**src/rtl/sd_reg_cpu_bridge.sv**
```systemverilog
// CPU-to-register-bank access bridge for the SD host register block.
// Registered address decode, one-cycle byte-enabled write strobes, registered reads.
module sd_reg_cpu_bridge #(
  parameter int DATA_W   = 32,
  parameter int ADDR_W   = 12,
  parameter int NUM_REGS = 12,
  parameter logic [NUM_REGS*ADDR_W-1:0] REG_ADDRS = {12'h054, 12'h032, 12'h030, 12'h02A,
                                                     12'h024, 12'h012, 12'h010, 12'h00E,
                                                     12'h00A, 12'h008, 12'h006, 12'h004},
  parameter logic [NUM_REGS-1:0] WR_MASK = 12'hD7F
) (
  input  logic                       clk,
  input  logic                       reset_n,
  input  logic                       cpu_req,
  input  logic                       cpu_wr,
  input  logic [ADDR_W-1:0]          cpu_addr,
  input  logic [DATA_W-1:0]          cpu_wdata,
  input  logic [DATA_W/8-1:0]        cpu_be,
  output logic [DATA_W-1:0]          cpu_rdata,
  output logic                       cpu_ack,
  output logic                       cpu_err,
  output logic [NUM_REGS-1:0]        reg_wr_en,
  output logic [DATA_W-1:0]          reg_wdata,
  output logic [DATA_W/8-1:0]        reg_be,
  input  logic [NUM_REGS*DATA_W-1:0] reg_rdata,
  output logic [7:0]                 err_cnt,
  output logic [1:0]                 dbg_state_o
);

  // Handshake: cpu_req rises and is held until cpu_ack; cpu_ack stays high
  // while cpu_req is held and falls the cycle after cpu_req drops.
  localparam int BE_W  = DATA_W / 8;
  localparam int IDX_W = (NUM_REGS > 1) ? $clog2(NUM_REGS) : 1;

  typedef enum logic [1:0] {
    S_IDLE   = 2'd0,
    S_DECODE = 2'd1,
    S_ACCESS = 2'd2,
    S_ACK    = 2'd3
  } state_t;

  state_t             state_q;
  logic               wr_q;
  logic [ADDR_W-1:0]  addr_q;
  logic [DATA_W-1:0]  wdata_q;
  logic [BE_W-1:0]    be_q;
  logic               err_q;
  logic [IDX_W-1:0]   idx_q;

  logic               hit;
  logic [IDX_W-1:0]   hit_idx;
  logic               writable;

  // Descending scan so the lowest matching index wins.
  always_comb begin
    hit     = 1'b0;
    hit_idx = '0;
    for (int i = NUM_REGS - 1; i >= 0; i--) begin
      if (addr_q == REG_ADDRS[i*ADDR_W +: ADDR_W]) begin
        hit     = 1'b1;
        hit_idx = IDX_W'(i);
      end
    end
    writable = WR_MASK[hit_idx];
  end

  always_ff @(posedge clk) begin
    if (!reset_n) begin
      state_q   <= S_IDLE;
      wr_q      <= 1'b0;
      addr_q    <= '0;
      wdata_q   <= '0;
      be_q      <= '0;
      err_q     <= 1'b0;
      idx_q     <= '0;
      cpu_rdata <= '0;
      cpu_ack   <= 1'b0;
      cpu_err   <= 1'b0;
      reg_wr_en <= '0;
      reg_wdata <= '0;
      reg_be    <= '0;
      err_cnt   <= '0;
    end else begin
      case (state_q)
        S_IDLE: begin
          if (cpu_req) begin
            wr_q    <= cpu_wr;
            addr_q  <= cpu_addr;
            wdata_q <= cpu_wdata;
            be_q    <= cpu_be;
            state_q <= S_DECODE;
          end
        end
        S_DECODE: begin
          if (!cpu_req) begin
            state_q <= S_IDLE;
          end else begin
            idx_q <= hit_idx;
            err_q <= !hit || (wr_q && !writable);
            // Strobe is registered here so it is visible for the whole ACCESS cycle.
            if (wr_q && hit && writable) begin
              reg_wr_en <= NUM_REGS'(1) << hit_idx;
              reg_wdata <= wdata_q;
              reg_be    <= be_q;
            end
            state_q <= S_ACCESS;
          end
        end
        S_ACCESS: begin
          reg_wr_en <= '0;
          reg_wdata <= '0;
          reg_be    <= '0;
          cpu_rdata <= (!wr_q && !err_q) ? reg_rdata[idx_q*DATA_W +: DATA_W] : '0;
          cpu_ack   <= 1'b1;
          cpu_err   <= err_q;
          if (err_q && (err_cnt != 8'hFF)) begin
            err_cnt <= err_cnt + 8'd1;
          end
          state_q <= S_ACK;
        end
        S_ACK: begin
          if (!cpu_req) begin
            cpu_ack <= 1'b0;
            cpu_err <= 1'b0;
            state_q <= S_IDLE;
          end
        end
        default: state_q <= S_IDLE;
      endcase
    end
  end

  assign dbg_state_o = state_q;

endmodule
```
**config.mk**
```make
export PLATFORM = sky130hd
export DESIGN_NAME = sd_reg_cpu_bridge
export DESIGN_NICKNAME = d
export VERILOG_FILES = /design/src/rtl/sd_reg_cpu_bridge.sv
export SDC_FILE = /design/constraint.sdc
export NUM_CORES = 1
export LEC_CHECK = 0
export ABC_AREA = 1
export BUFFER_PORTS_ARGS = -buffer_cell sky130_fd_sc_hd__buf_2
export CORE_AREA = 2 2 203 205
export CTS_BUF_LIST = sky130_fd_sc_hd__clkbuf_8
export DETAILED_ROUTE_END_ITERATION = 10
export DIE_AREA = 0 0 205 207
export GPL_TIMING_DRIVEN = 0
export MAX_ROUTING_LAYER = met4
export PLACE_DENSITY_LB_ADDON = 0.25
export SYNTH_ARGS = -nofsm -noshare
export SYNTH_HDL_FRONTEND = slang
export SYNTH_SLANG_ARGS = --single-unit
```
**constraint.sdc**
```tcl
create_clock -name clk -period 5 [get_ports clk]
set_input_delay 0 -clock clk [delete_from_list [all_inputs] [get_ports clk]]
set_output_delay 0 -clock clk [all_outputs]
set_load 0.02 [all_outputs]
```
==> summary.json <==
{
  "status": {
    "status": "finished, final reports clean"
  },
  "clock_tree": {
    "root_buffer": "sky130_fd_sc_hd__clkbuf_8",
    "clock_sinks": 146,
    "cts_setup_buffers": 0,
    "cts_tree": "done",
    "tritoncts.num_buffers": 17,
    "cts_max_path_buffers": 2,
    "htreeDepth": 4,
    "worst_setup_hold_path_clk_slew_ps": 110,
    "worstSkewPairLatency_ps": 470
  },
  "die": {
    "io_pins": 528,
    "die_height_um": 207,
    "dieWidth_um": 205,
    "rows": 74,
    "die_area_um2": 42400,
    "start_util": 0.232,
    "core_region_area_um2": 40400
  },
  "placement": {
    "replace_congestion": 1.03,
    "port_buffers": 526,
    "hpwlAfterDp_um": 47800
  },
  "grt": {
    "grt_pass1_wl_um": 81000,
    "grt_use_total": 0.268,
    "grt_pass1_vias": 12600,
    "grt_start_max_net_pins": 18,
    "antenna_found_initial": 16,
    "grt_overflow_total": 0
  },
  "finish": {
    "ff_latch_area_um2": 2920,
    "finalNetCount": 2494,
    "multi_input_comb_area_um2": 5650,
    "layout.filler_cells": 4624,
    "layout-drive-gt1-share": 0.298,
    "layout-area-overhead-vs-synth_pct": 45.6
  },
  "drt": {
    "totalWireLength_um": 57700,
    "viasPerCell": 4.87,
    "antenna_violating_nets_post_route": 0,
    "first_pass_iteration_count_of_the_detailed_router": 5,
    "vias": 12700,
    "wl_per_cell_um": 22.1,
    "drt-initial-drc-count": 810,
    "post-route-drc-count": 0
  },
  "critical_path": {
    "setup.worst_path.start_class": "register",
    "worst_r2r_endpoint": "cpu_rdata[25]$_SDFFE_PN0P_",
    "critPathKind": "register to register",
    "worstPathRequired_ps": 5390,
    "reg2reg_depth": 9,
    "crit_fanout": 10,
    "worstSetupEndpointType": "register",
    "worst_ep_arrival_time_ps": 3540,
    "beginning_of_the_worst_register_to_register_path": "idx_q[0]$_SDFFE_PN0P_",
    "ff2ff_setup_slack_ps": 1840
  },
  "worst_hold_path": {
    "hold_path_class": "input port to register",
    "worstHoldStart": "reg_rdata[278]",
    "min_delay_worst_endpoint": "cpu_rdata[22]$_SDFFE_PN0P_",
    "whs_path_depth": 7
  },
  "synthesis": {
    "post_synth_instance_area_um2": 9360,
    "synth-edff-count": 0,
    "postSynthRegisterBits": 146,
    "synth_top_cells_by_area": "sky130_fd_sc_hd__dfxtp_1, sky130_fd_sc_hd__nor2_1, sky130_fd_sc_hd__nand2_1",
    "netlist.top_cell.by_area": "sky130_fd_sc_hd__dfxtp_1",
    "synth_fp_nets": 1899,
    "synthFlopType": "sky130_fd_sc_hd__dfxtp_1",
    "sequential_area_share_after_synthesis": 0.312,
    "yosys_warnings": 0,
    "distinct_cells_synth": 31,
    "async_flop_share": 0,
    "cell_count_after_synthesis": 1462,
    "synth_largest_type_area_fraction": 0.312,
    "synth_area_per_cell_um2": 6.40
  },
  "timing": {
    "worst_slew_margin_rel": 0.298,
    "timing.final.crit_period_ps": 3160,
    "hold_viol_final": 0,
    "finish_stage_setup_viols": 0,
    "unrepaired_setup_endpoints_after_global_routing": "no",
    "timing.setup.tns_ps": 0,
    "maxSlewViolCount": 0,
    "transition_at_the_pin_with_the_smallest_max_transition_slack_ps": 1050,
    "fin_skew_ps": 17.2,
    "finalCritPeriodShare": 0.631,
    "fmax_ghz": 0.317
  },
  "power": {
    "p_leak_uw": 0.00623,
    "cellPowerDensity_nw_per_um2": 233,
    "finalPower_uw": 3170,
    "max-vdd-ir-drop_mv": 0.145
  },
  "job": {
    "maxCapViolations": 0
  }
}
## power by group
group / internal, uW / switching (uW)
combinational: 333 / 517
clock: 476 / 571
sequential: 1230 / 39.1
total: 2040 / 1130
## stage by stage
step	hold slack [ps]	area (um^2)	setup slack, ps	std cells	utilization
3_3_place_gp	229	12700	1840	2520	0.314
6_report	47.6	13600	1840	2615	0.338
5_1_grt	65.1	13600	1620	2614	0.338
2_1_floorplan	135	9360	3280	1462	-
3_5_place_dp	232	12700	1790	2520	0.314
4_1_cts	1.62	13600	1750	2602	0.337
## cells in the final DEF, fill, tap and decap left out, drive strengths merged
| cell | count |
|---|---|
| o21a | 1 |
| buf | 563 |
| nor2 | 364 |
| o32ai | 48 |
| dfxtp | 146 |
| bufinv | 2 |
| clkbuf | 108 |
| a31oi | 1 |
| a21oi | 96 |
| nand2 | 232 |
| mux2i | 48 |
| dlygate4sd3 | 50 |
| a211oi | 1 |
| o211ai | 19 |
| diode | 13 |
| nand3 | 103 |
| ha | 1 |
| inv | 70 |
| nor3 | 4 |
| clkinvlp | 2 |
| o21ai | 156 |
| clkinv | 3 |
| nand4 | 4 |
| o221ai | 48 |
## timing repair
action,in CTS,in global routing
gates resized for setup,0,0
hold endpoints to repair,53,0
hold buffers,50,0
## Yosys cell counts, drive strengths merged (4+ instances only)
cell	n
a21oi	96
buf	37
clkbuf	91
dfxtp	146
inv	62
mux2i	48
nand2	232
nand3	103
nand4	4
nor2	364
nor3	4
o211ai	19
o21ai	156
o221ai	48
o32ai	48
## per-layer routing
metal	GRT usage	part of all wire
met1	0.305	0.40
met2	0.472	0.51
met3	0.0459	0.063
met4	0.0913	0.027
met5	-	0
## sequential cells by signal, indices dropped and copies added (netlist names), 4 cells and up, named ones only
register and cells:
reg_wr_en 12, err_cnt 8, idx_q 4, be_q 4
cpu_rdata 32, wdata_q 32, addr_q 12, reg_wdata 32
reg_be 4
## logic make-up after synthesis
group,share of synthesized area
AND/OR/NAND/NOR,0.305
multiplexers,0.0513
flip-flops,0.312
AO/OA/AOI/OAI,0.246
buffers and inverters,0.0839
adder cells (fa/ha/maj),0.00134
## worst max-delay path, stage by stage (launching register included)
cell	delay [ps]
sky130_fd_sc_hd__dfxtp_1	430
sky130_fd_sc_hd__buf_2	260
sky130_fd_sc_hd__inv_2	220
sky130_fd_sc_hd__clkbuf_1	810
sky130_fd_sc_hd__nor2_1	120
sky130_fd_sc_hd__o32ai_1	730
sky130_fd_sc_hd__nand3_1	160
sky130_fd_sc_hd__nand2_1	130
sky130_fd_sc_hd__nand2_1	60
sky130_fd_sc_hd__a21oi_1	140
## how the worst max path moves through the flow
stage / end / start / cells after the start
floorplan: err_cnt[5]$_SDFFE_PN0P_ / register / 12
detailed placement: cpu_rdata[25]$_SDFFE_PN0P_ / idx_q[0]$_SDFFE_PN0P_ / 9
global route: cpu_rdata[25]$_SDFFE_PN0P_ / idx_q[0]$_SDFFE_PN0P_ / 9
finish: cpu_rdata[25]$_SDFFE_PN0P_ / idx_q[0]$_SDFFE_PN0P_ / 9
global placement: cpu_rdata[25]$_SDFFE_PN0P_ / idx_q[0]$_SDFFE_PN0P_ / 9
CTS: cpu_rdata[25]$_SDFFE_PN0P_ / idx_q[0]$_SDFFE_PN0P_ / 9
## area by class of cell
class                      instances  share of cell area
multi-input combinational       1126               0.415
buffer                           128              0.0406
clock buffer                      17              0.0172
sequential                       146               0.214
clock inverter                    15              0.0151
timing repair buffer             576               0.230
inverter                          62              0.0171
antenna                           13             0.00239
tap                              532              0.0488
No activity file was read; power rests on OpenSTA's default activity.
